==> src/rtl/irq_capture8_pkg.sv <==
// irq_pkg: shared constants, FSM state type and a one-hot to index helper
// for the irq_capture8 interrupt capture / round-robin grant block.
// No ports; imported by the interface, rr_pick8 and irq_capture8.
package irq_pkg;

    localparam int NUM_IRQ = 8;
    localparam int IDX_W   = 3;

    typedef enum logic {
        IDLE  = 1'b0,
        GRANT = 1'b1
    } state_t;

    // Returns the bit position of a one-hot vector. The input is always a
    // single set bit, so OR-ing the indices is exact.
    function automatic logic [IDX_W-1:0] onehot_to_idx(input logic [NUM_IRQ-1:0] oh);
        logic [IDX_W-1:0] idx;
        idx = '0;
        for (int i = 0; i < NUM_IRQ; i++) begin
            if (oh[i]) begin
                idx = idx | IDX_W'(i);
            end
        end
        return idx;
    endfunction

endpackage

==> src/rtl/irq_capture8_if.sv <==
// irq_capture8_if: groups the request, mask, ack and grant/status signals of
// irq_capture8.
//   irq_in[7:0]        raw request lines (driven by master)
//   irq_mask[7:0]      per-line grant enable (driven by master)
//   irq_ack            consumer accepts the current grant (driven by master)
//   grant_onehot[7:0]  registered one-hot grant (driven by slave)
//   irq_valid          grant_onehot is valid (driven by slave)
//   pending[7:0]       pending register status (driven by slave)
interface irq_capture8_if;
    import irq_pkg::*;

    logic [NUM_IRQ-1:0] irq_in;
    logic [NUM_IRQ-1:0] irq_mask;
    logic               irq_ack;
    logic [NUM_IRQ-1:0] grant_onehot;
    logic               irq_valid;
    logic [NUM_IRQ-1:0] pending;

    modport master (
        output irq_in,
        output irq_mask,
        output irq_ack,
        input  grant_onehot,
        input  irq_valid,
        input  pending
    );

    modport slave (
        input  irq_in,
        input  irq_mask,
        input  irq_ack,
        output grant_onehot,
        output irq_valid,
        output pending
    );

endinterface

==> src/rtl/irq_capture8_rr_pick8.sv <==
// rr_pick8: combinational round-robin picker. Finds the first set bit of elig
// searching upward from pointer and wrapping 7 -> 0.
//   elig[7:0]     eligible request lines
//   pointer[2:0]  search start index
//   pick[7:0]     one-hot winner, 8'h00 when nothing is eligible
//   any           at least one line is eligible
module rr_pick8
    import irq_pkg::*;
(
    input  logic [NUM_IRQ-1:0] elig,
    input  logic [IDX_W-1:0]   pointer,
    output logic [NUM_IRQ-1:0] pick,
    output logic               any
);

    logic [IDX_W-1:0] idx;
    logic             found;

    assign any = |elig;

    always_comb begin
        pick  = '0;
        idx   = '0;
        found = 1'b0;
        for (int i = 0; i < NUM_IRQ; i++) begin
            // 3-bit add wraps naturally from 7 back to 0
            idx = pointer + IDX_W'(i);
            if (!found && elig[idx]) begin
                pick[idx] = 1'b1;
                found     = 1'b1;
            end
        end
    end

endmodule

==> src/rtl/irq_capture8.sv <==
// irq_capture8: eight-line interrupt capture and round-robin grant stage.
// Rising edges on irq_in set bits of a pending register; masked-in pending
// lines are granted one at a time as a registered one-hot that is held until
// acknowledged, after which the granted pending bit is cleared.
//   clk             system clock
//   rst             asynchronous active-high reset
//   bus (slave)     irq_in, irq_mask, irq_ack in; grant_onehot, irq_valid,
//                   pending out
//   POINTER_INIT    round-robin start index after reset (0..7)
// Build option: define IRQ_SYNC_EN to place a 2-flop synchronizer on each
// irq_in bit ahead of edge detection (adds 2 cycles of input latency).
module irq_capture8
    import irq_pkg::*;
#(
    parameter int POINTER_INIT = 0
)
(
    input  logic           clk,
    input  logic           rst,
    irq_capture8_if.slave  bus
);

    logic [NUM_IRQ-1:0] irq_s;
    logic [NUM_IRQ-1:0] irq_prev;
    logic [NUM_IRQ-1:0] rise;
    logic [NUM_IRQ-1:0] pending_q;
    logic [NUM_IRQ-1:0] pending_d;
    logic [NUM_IRQ-1:0] elig;
    logic [NUM_IRQ-1:0] pick;
    logic               any;
    logic [NUM_IRQ-1:0] grant_q;
    logic [NUM_IRQ-1:0] grant_d;
    logic [IDX_W-1:0]   ptr_q;
    logic [IDX_W-1:0]   ptr_d;
    logic               ack_take;
    state_t             state_q;
    state_t             state_d;

`ifdef IRQ_SYNC_EN
    logic [NUM_IRQ-1:0] sync1;
    logic [NUM_IRQ-1:0] sync2;

    always_ff @(posedge clk or posedge rst) begin
        if (rst) begin
            sync1 <= '0;
            sync2 <= '0;
        end else begin
            sync1 <= bus.irq_in;
            sync2 <= sync1;
        end
    end

    assign irq_s = sync2;
`else
    assign irq_s = bus.irq_in;
`endif

    // irq_prev resets to 0 so a line already high at reset release is an edge
    assign rise     = irq_s & ~irq_prev;
    assign elig     = pending_q & bus.irq_mask;
    assign ack_take = (state_q == GRANT) && bus.irq_ack;

    // Clear is applied before the new edge is OR-ed in, so a fresh edge on the
    // line being acknowledged keeps its pending bit set.
    always_comb begin
        pending_d = pending_q;
        if (ack_take) begin
            pending_d = pending_d & ~grant_q;
        end
        pending_d = pending_d | rise;
    end

    always_ff @(posedge clk or posedge rst) begin
        if (rst) begin
            irq_prev  <= '0;
            pending_q <= '0;
        end else begin
            irq_prev  <= irq_s;
            pending_q <= pending_d;
        end
    end

    rr_pick8 u_pick (
        .elig    (elig),
        .pointer (ptr_q),
        .pick    (pick),
        .any     (any)
    );

    always_ff @(posedge clk or posedge rst) begin
        if (rst) begin
            state_q <= IDLE;
            grant_q <= '0;
            ptr_q   <= IDX_W'(POINTER_INIT);
        end else begin
            state_q <= state_d;
            grant_q <= grant_d;
            ptr_q   <= ptr_d;
        end
    end

    // Grant is only loaded from IDLE, so it stays frozen in GRANT no matter
    // how mask or pending change underneath it.
    always_comb begin
        state_d = state_q;
        grant_d = grant_q;
        ptr_d   = ptr_q;
        case (state_q)
            IDLE: begin
                if (any) begin
                    grant_d = pick;
                    state_d = GRANT;
                end
            end
            GRANT: begin
                if (bus.irq_ack) begin
                    grant_d = '0;
                    ptr_d   = onehot_to_idx(grant_q) + IDX_W'(1);
                    state_d = IDLE;
                end
            end
            default: begin
                grant_d = '0;
                state_d = IDLE;
            end
        endcase
    end

    assign bus.grant_onehot = grant_q;
    assign bus.irq_valid    = (state_q == GRANT);
    assign bus.pending      = pending_q;

endmodule
==> src/flat_wrapper.sv <==
// flat-port wrapper written by rule: the top's interface ports become plain ports
module irq_capture8_flat import irq_pkg::*;
#(
    parameter int POINTER_INIT = 0
)
  (clk, rst, bus_irq_in, bus_irq_mask, bus_irq_ack, bus_grant_onehot, bus_irq_valid, bus_pending);
  irq_capture8_if bus_i ();
  input  logic clk;
  input  logic rst;
  input wire logic [$bits(bus_i.irq_in)-1:0] bus_irq_in;
  input wire logic [$bits(bus_i.irq_mask)-1:0] bus_irq_mask;
  input wire logic [$bits(bus_i.irq_ack)-1:0] bus_irq_ack;
  output wire logic [$bits(bus_i.grant_onehot)-1:0] bus_grant_onehot;
  output wire logic [$bits(bus_i.irq_valid)-1:0] bus_irq_valid;
  output wire logic [$bits(bus_i.pending)-1:0] bus_pending;
  assign bus_i.irq_in = bus_irq_in;
  assign bus_i.irq_mask = bus_irq_mask;
  assign bus_i.irq_ack = bus_irq_ack;
  assign bus_grant_onehot = bus_i.grant_onehot;
  assign bus_irq_valid = bus_i.irq_valid;
  assign bus_pending = bus_i.pending;
  irq_capture8 #(.POINTER_INIT(POINTER_INIT)) u_core (.clk(clk), .rst(rst), .bus(bus_i));
endmodule
==> config.mk <==
export PLATFORM = sky130hd
export DESIGN_NAME = irq_capture8_flat
export DESIGN_NICKNAME = d
export VERILOG_FILES = /design/src/rtl/irq_capture8_pkg.sv /design/src/rtl/irq_capture8_if.sv /design/src/rtl/irq_capture8_rr_pick8.sv /design/src/rtl/irq_capture8.sv /design/src/flat_wrapper.sv
export SDC_FILE = /design/constraint.sdc
export NUM_CORES = 1
export LEC_CHECK = 0
export CAP_MARGIN = 40
export CORE_MARGIN = 2
export CORE_UTILIZATION = 54
export CTS_CLUSTER_SIZE = 40
export DETAILED_ROUTE_END_ITERATION = 8
export PLACE_DENSITY = 0.8
export SYNTH_ARGS = -nofsm -noshare
export SYNTH_HDL_FRONTEND = slang
export SYNTH_SLANG_ARGS = --single-unit
==> constraint.sdc <==
create_clock -name clk -period 4 [get_ports clk]
set_clock_uncertainty 0.1 [all_clocks]
set_input_delay 0.8 -clock clk [delete_from_list [all_inputs] [get_ports clk]]
set_output_delay 0.8 -clock clk [all_outputs]
set_load 0.01 [all_outputs]
==> results of run 1 <==
## registers in the layout (all words and copies together) (netlist names)
name / count
u_core.irq_prev: 8
u_core.bus.pending: 8
u_core.bus.irq_valid: 1
u_core.bus.grant_onehot: 8
u_core.ptr_q: 3
## cell families after synthesis
logic type      count (synthesis)  synth area share, %
compound gates                 79                 23.4
xor+xnor                        5                 3.47
fa+ha+maj                       7                 3.91
buf+inv                        33                 6.76
flops                          28                 31.3
mux                             9                 9.22
simple gates                   98                 22.0
## stage by stage
step | utilization [%] | instances
4_1_cts | 67.6 | 342
3_3_place_gp | 65.5 | 337
5_1_grt | 67.6 | 342
3_5_place_dp | 66.2 | 338
6_report | 67.6 | 342
2_1_floorplan | - | 259
## worst paths after layout
| kind | start | end | cells after the start |
|---|---|---|---|
| max reg2reg | u_core.ptr_q[1] | u_core.bus.grant_onehot[1] | 9 |
| max in group asynchronous | rst | u_core.bus.pending[5] | 3 |
| min in group asynchronous | rst | u_core.irq_prev[6] | 2 |
| min reg2reg | u_core.irq_prev[5] | u_core.bus.pending[5] | 1 |
| min | u_core.irq_prev[5] | u_core.bus.pending[5] | 1 |
| max | u_core.ptr_q[1] | u_core.bus.grant_onehot[1] | 9 |
## layout by cell type, fill, tap and decap left out, types with 3 or more instances in the layout
cell type        netlist  routed
a21oi_1               15      15
buf_4                  2       6
clkbuf_8               0       4
clkdlybuf4s50_1        0      35
dfrtp_1               28      28
ha_1                   7       7
inv_1                 20      20
mux4_2                 8       8
nand2_1               40      40
nand3_1               11      11
nand4_1                7       7
nor2_1                12      12
nor3_1                11      11
nor4_1                 3       3
o2111ai_1              4       4
o21a_1                 8       8
o21ai_0               22      22
o22ai_1                4       4
o41ai_1                3       3
## routing by layer
metal	track usage, %	vias to the layer above
li1	-	1045
met1	43.7	1076
met2	51.1	175
met3	3.62	30
met4	12.8	0
met5	0	-
## cell type report
cell class,instances,area [um^2]
Fill cell,321,1300
Multi-Input combinational cell,198,1390
Tap cell,50,62.6
Sequential cell,28,701
Inverter,20,75.1
Timing Repair Buffer,42,423
Clock buffer,4,55.1
## power breakdown
part / leakage (nW) / internal (mW) / switching (mW)
logic: 0.699 / 0.644 / 0.942
registers: 0.325 / 0.361 / 0.141
clock network: 0.0288 / 0.0882 / 0.0880
total: 1.05 / 1.09 / 1.17
## critical path, cell delays in order (launching register included)
cell and delay, ns:
dfrtp_1 0.55, inv_1 0.26, ha_1 0.30, xnor2_2 0.37
mux4_2 0.58, nand4_1 0.11, buf_4 0.25, o22ai_1 0.15
a2111oi_0 0.47, a311oi_1 0.11
==> out/metrics.cfg, run 1 <==
[drt]
wirelength_met1_mm = 2.67
routed_via_density = 6.80
first_iter_violations = 481
antenna_left = 0
drc = 0
vias = 2326
highest_layer = met4
first_pass_iters = 6
wl_met3_um = 610
dr_wl_met2_mm = 3.20
wl_mm = 6.72
wire_per_inst_um = 19.6

[synth]
yosys.area.top_type = dfrtp_1
synth_edf_count = 0
synthTopCellsByArea = dfrtp_1, mux4_2, nand2_1, o21ai_0, ha_1
yosysMostFrequentCell = nand2_1
synth_nets = 285
synth_common_cells = nand2_1, dfrtp_1, o21ai_0
ys_ff_latch = 28
synth_top_area_share_pct = 31.3
synth_cell_types = 54
syn_area_um2 = 2240
yosysWarnings = 0
synth_flop_cell = dfrtp_1
async_reset_ff_share_pct = 100
syn_avg_cell_area_um2 = 8.64
seq_area_frac_synth_pct = 31.3
synth_cells = 259

[sta]
hold_slack_ns = 0.323
timing.final.ws_setup_ns = 0.634
rsz0062_at_grt = false
hold_violations = 0
setup_viol = 0
timing.final.max_slew_violations = 0
max_freq_mhz = 297
slew_headroom_pct = 56.2
layout_min_cycle_time_ns = 3.37
worst_pin_slew_ns = 0.657
min_period_over_period_pct = 84.2
setup-tns-final_ns = 0

[setup_path]
path_class = reg -> reg
setup.worst_path.start_class = register
worst_ep_required_time_ns = 4.05
arrival_ns = 3.41
worstPathMaxFanout = 20
ff2ff_setup_slack_ns = 0.63
cp-end-kind = register

[hold_path]
min_path_type = reg -> reg

[die]
die_h_um = 68.4
initial_core_util_pct = 56.0
die_x_um = 68.4
die_area_um2 = 4680
coreArea_um2 = 4000
rows = 23
ios = 36

[clock_network]
cts_tree = built
cts_buffers = 3
postCtsHoldBufs = 0
cts.path.max_buffers = 2
ctsRootBufferMaster = clkbuf_8
clk_pin_slew_ns = 0.10
cts-resized-gates = 0
clock-sinks = 28
clk_latency_ns = 0.28
htreeDepth = 1
postCtsSetupBuffers = 0

[pwr]
peakVddDrop_uv = 401
powerDensity_nw_per_um2 = 838
power_mw = 2.26
leakagePower_nw = 1.05

[place]
gp_congestion = 1.00
post_dp_cell_area_um2 = 2650
port_buffers = 35
dp_slack_ns = 0.441
hpwl_mm = 5.12

[cells_and_area]
diodes = 0
design_area_um2 = 2700
synthToLayoutAreaGrowth_pct = 20.7
nets = 319
drive_gt1_share_pct = 9.93

[grt]
grt_pass1_wl_mm = 10.8
grt_pass1_vias = 2158
antenna_found_initial = 0
grt_remaining_overflow = 0
grt_usage_pct = 31.8
grt_max_degree = 27

[run_status]
status = finished clean

[job]
cap_violations = 0

Power figures use the tool's default switching activity.
==> inputs of run 2 (changes only) <==
==> constraint.sdc (replaced) <==
create_clock -name clk -period 3.3 [get_ports clk]
set_clock_uncertainty 0.1 [all_clocks]
set_input_delay 0.66 -clock clk [delete_from_list [all_inputs] [get_ports clk]]
set_output_delay 0.66 -clock clk [all_outputs]
set_load 0.01 [all_outputs]
==> run 2 against run 1 <==
Compared with the run above:
- die area stayed put
- worst hold slack got worse by 0.0010 ns
- worst setup slack worse by 0.47 ns
- non-clock buffer count increased by 24
- sequential share of layout area decreased by 1.5 points
- routed wire length increased by 6.7%
- sequential power rose by 17%
- first-iteration DRC count decreased by 51%
- register-to-register slack lost 0.47 ns
- total power is 33% higher
- combinational power rose by 40%
- critical endpoint unchanged
- largest cell class unchanged
- largest power group unchanged
- highest routed layer unchanged
==> out/metrics.cfg, run 2 (same netlist as run 1, synthesis figures left out) <==
[clock_network]
clk_latency_ns = 0.28  ; about the same
clock-sinks = 28  ; unchanged
ctsRootBufferMaster = clkbuf_8
cts-resized-gates = 0  ; unchanged
postCtsSetupBuffers = 0  ; unchanged
cts_buffers = 3  ; unchanged
postCtsHoldBufs = 0  ; unchanged
cts_tree = built
clk_pin_slew_ns = 0.10  ; about the same
htreeDepth = 1  ; unchanged
cts.path.max_buffers = 2  ; unchanged

[die]
die_area_um2 = 4680  ; unchanged
coreArea_um2 = 4000  ; unchanged
ios = 36  ; unchanged
die_x_um = 68.4  ; unchanged
die_h_um = 68.4  ; unchanged
initial_core_util_pct = 56.0  ; unchanged
rows = 23  ; unchanged

[cells_and_area]
instances_no_fill = 366  ; +7.0%
multi_input_area_um2 = 1390  ; +0.54%
nets = 343  ; +7.5%
final_cell_mix = nand2_1, clkdlybuf4s50_1, buf_4
synthToLayoutAreaGrowth_pct = 28.2
final_common_cell = nand2_1
fin_util_pct = 71.8  ; +4.2 points
final-seq-area_um2 = 701  ; unchanged
drive_gt1_share_pct = 17.1  ; +7.2 points
n_fill_cell = 299  ; -6.9%
diodes = 0  ; unchanged

[setup_path]
crit_family = simple AND/OR/NAND/NOR gates
setup.worst_path.start_class = register
cp_num_buf_inv = 3  ; +1
reg2reg_from = u_core.ptr_q[0]
worstPathMaxFanout = 8  ; -60%
crit_path_cell_trace = inv_1 -> ha_1 -> inv_1 -> o2111ai_1 -> and4_1 -> or4_4 -> nor3_4 -> buf_4 -> nor2_1 -> a311oi_1
arrival_ns = 3.22  ; -0.19 ns
path_class = reg -> reg
crit_start = u_core.ptr_q[0]
max_stage_delay_ns = 0.56  ; -0.02 ns
worst_ep_required_time_ns = 3.39  ; -0.66 ns
worst_path_most_repeated_cell = inv_1
crit_slowest_cell = or4_4
cp-end-kind = register

[sta]
layout_min_cycle_time_ns = 3.13  ; -0.231 ns
timing.final.max_slew_violations = 0  ; unchanged
slew_headroom_pct = 66.3  ; +10 points
min_period_over_period_pct = 95.0  ; +11 points
worst_pin_slew_ns = 0.499  ; -0.158 ns
timing.final.ws_setup_ns = 0.165  ; -0.469 ns
rsz0062_at_grt = false
max_freq_mhz = 319  ; +7.4%
hold_violations = 0  ; unchanged
setup_viol = 0  ; unchanged
hold_slack_ns = 0.322  ; -0.00105 ns

[drt]
wl_mm = 7.17  ; +6.7%
vias = 2354  ; +1.2%
first_iter_violations = 236  ; -51%
first_pass_iters = 5  ; -1
antenna_left = 0  ; unchanged
routed_via_density = 6.43  ; -5.4%
wire_per_inst_um = 19.6  ; -0.26%
drc = 0  ; unchanged

[pwr]
power_mw = 3.02  ; +33%
powerDensity_nw_per_um2 = 1050  ; +25%
peakVddDrop_uv = 585  ; +46%
leakagePower_nw = 1.16  ; +10%

[grt]
antenna_found_initial = 0  ; unchanged
grt_usage_pct = 33.2  ; +1.4 points
grt_max_degree = 29  ; +7.4%
grt_pass1_vias = 2234  ; +3.5%
grt_remaining_overflow = 0  ; unchanged
grt_pass1_wl_mm = 11.2  ; +3.8%

[place]
dp_slack_ns = -0.00919  ; -0.450 ns
gp_congestion = 0.943  ; -5.8%
place_inst = 362  ; +7.1%
port_buffers = 35  ; unchanged
hpwl_mm = 5.65  ; +10%

[hold_path]
min_from = u_core.irq_prev[7]
min_path_type = reg -> reg

[job]
cap_violations = 0  ; unchanged

[run_status]
status = finished clean

run 2: cell type report:
type	count	share of cell area [%]
well taps	50	2.18
repair buffers	66	20.3
inverters	20	2.62
clock buffers	4	1.92
flip-flops and latches	28	24.4
multi-input cells	198	48.6
run 2: where the power goes:
| part | internal [mW] | switching, mW |
|---|---|---|
| combinational | 0.992 | 1.23 |
| sequential | 0.438 | 0.148 |
| clock | 0.107 | 0.105 |
| total | 1.54 | 1.48 |
run 2: path summary, 6_finish.rpt:
path | slack (ns) | cells after the start | endpoint
min in group asynchronous | 0.69 | 3 | u_core.bus.grant_onehot[0]
max reg2reg | 0.17 | 10 | u_core.bus.grant_onehot[1]
max in group asynchronous | 2.13 | 3 | u_core.ptr_q[2]
max | 0.17 | 10 | u_core.bus.grant_onehot[1]
min reg2reg | 0.32 | 1 | u_core.bus.pending[7]
min | 0.32 | 1 | u_core.bus.pending[7]
run 2: per-stage QoR:
| step | instance area (um^2) | setup TNS [ns] |
|---|---|---|
| after floorplan | 2250 | 0 |
| after global placement | 2820 | 0 |
| after detailed placement | 2820 | -0.00919 |
| after CTS | 2870 | 0 |
| after global routing | 2870 | 0 |
| final | 2870 | 0 |
run 2: worst reg2reg max path, stage by stage, from the launching register on:
cell and delay (ns):
dfrtp_1 0.51, inv_1 0.12, ha_1 0.41, inv_1 0.27
o2111ai_1 0.20, and4_1 0.28, or4_4 0.57, nor3_4 0.15
buf_4 0.15, nor2_1 0.04, a311oi_1 0.26
run 2: routing by layer:
metal,vias to the layer above,wire length [um],track usage (%)
li1,1082,-,-
met1,1147,3220,47.3
met2,115,3390,53.6
met3,10,464,3.45
met4,0,104,9.50
met5,-,0,0
==> inputs of run 3 (changes only) <==
--- a/config.mk
+++ b/config.mk
@@ -11,6 +11,7 @@
 export CTS_CLUSTER_SIZE = 40
 export DETAILED_ROUTE_END_ITERATION = 8
 export PLACE_DENSITY = 0.8
+export SLEW_MARGIN = 10
 export SYNTH_ARGS = -nofsm -noshare
 export SYNTH_HDL_FRONTEND = slang
 export SYNTH_SLANG_ARGS = --single-unit
==> results of run 3 <==
No change in the layout: final DEF, timing and power equal those of run 2.
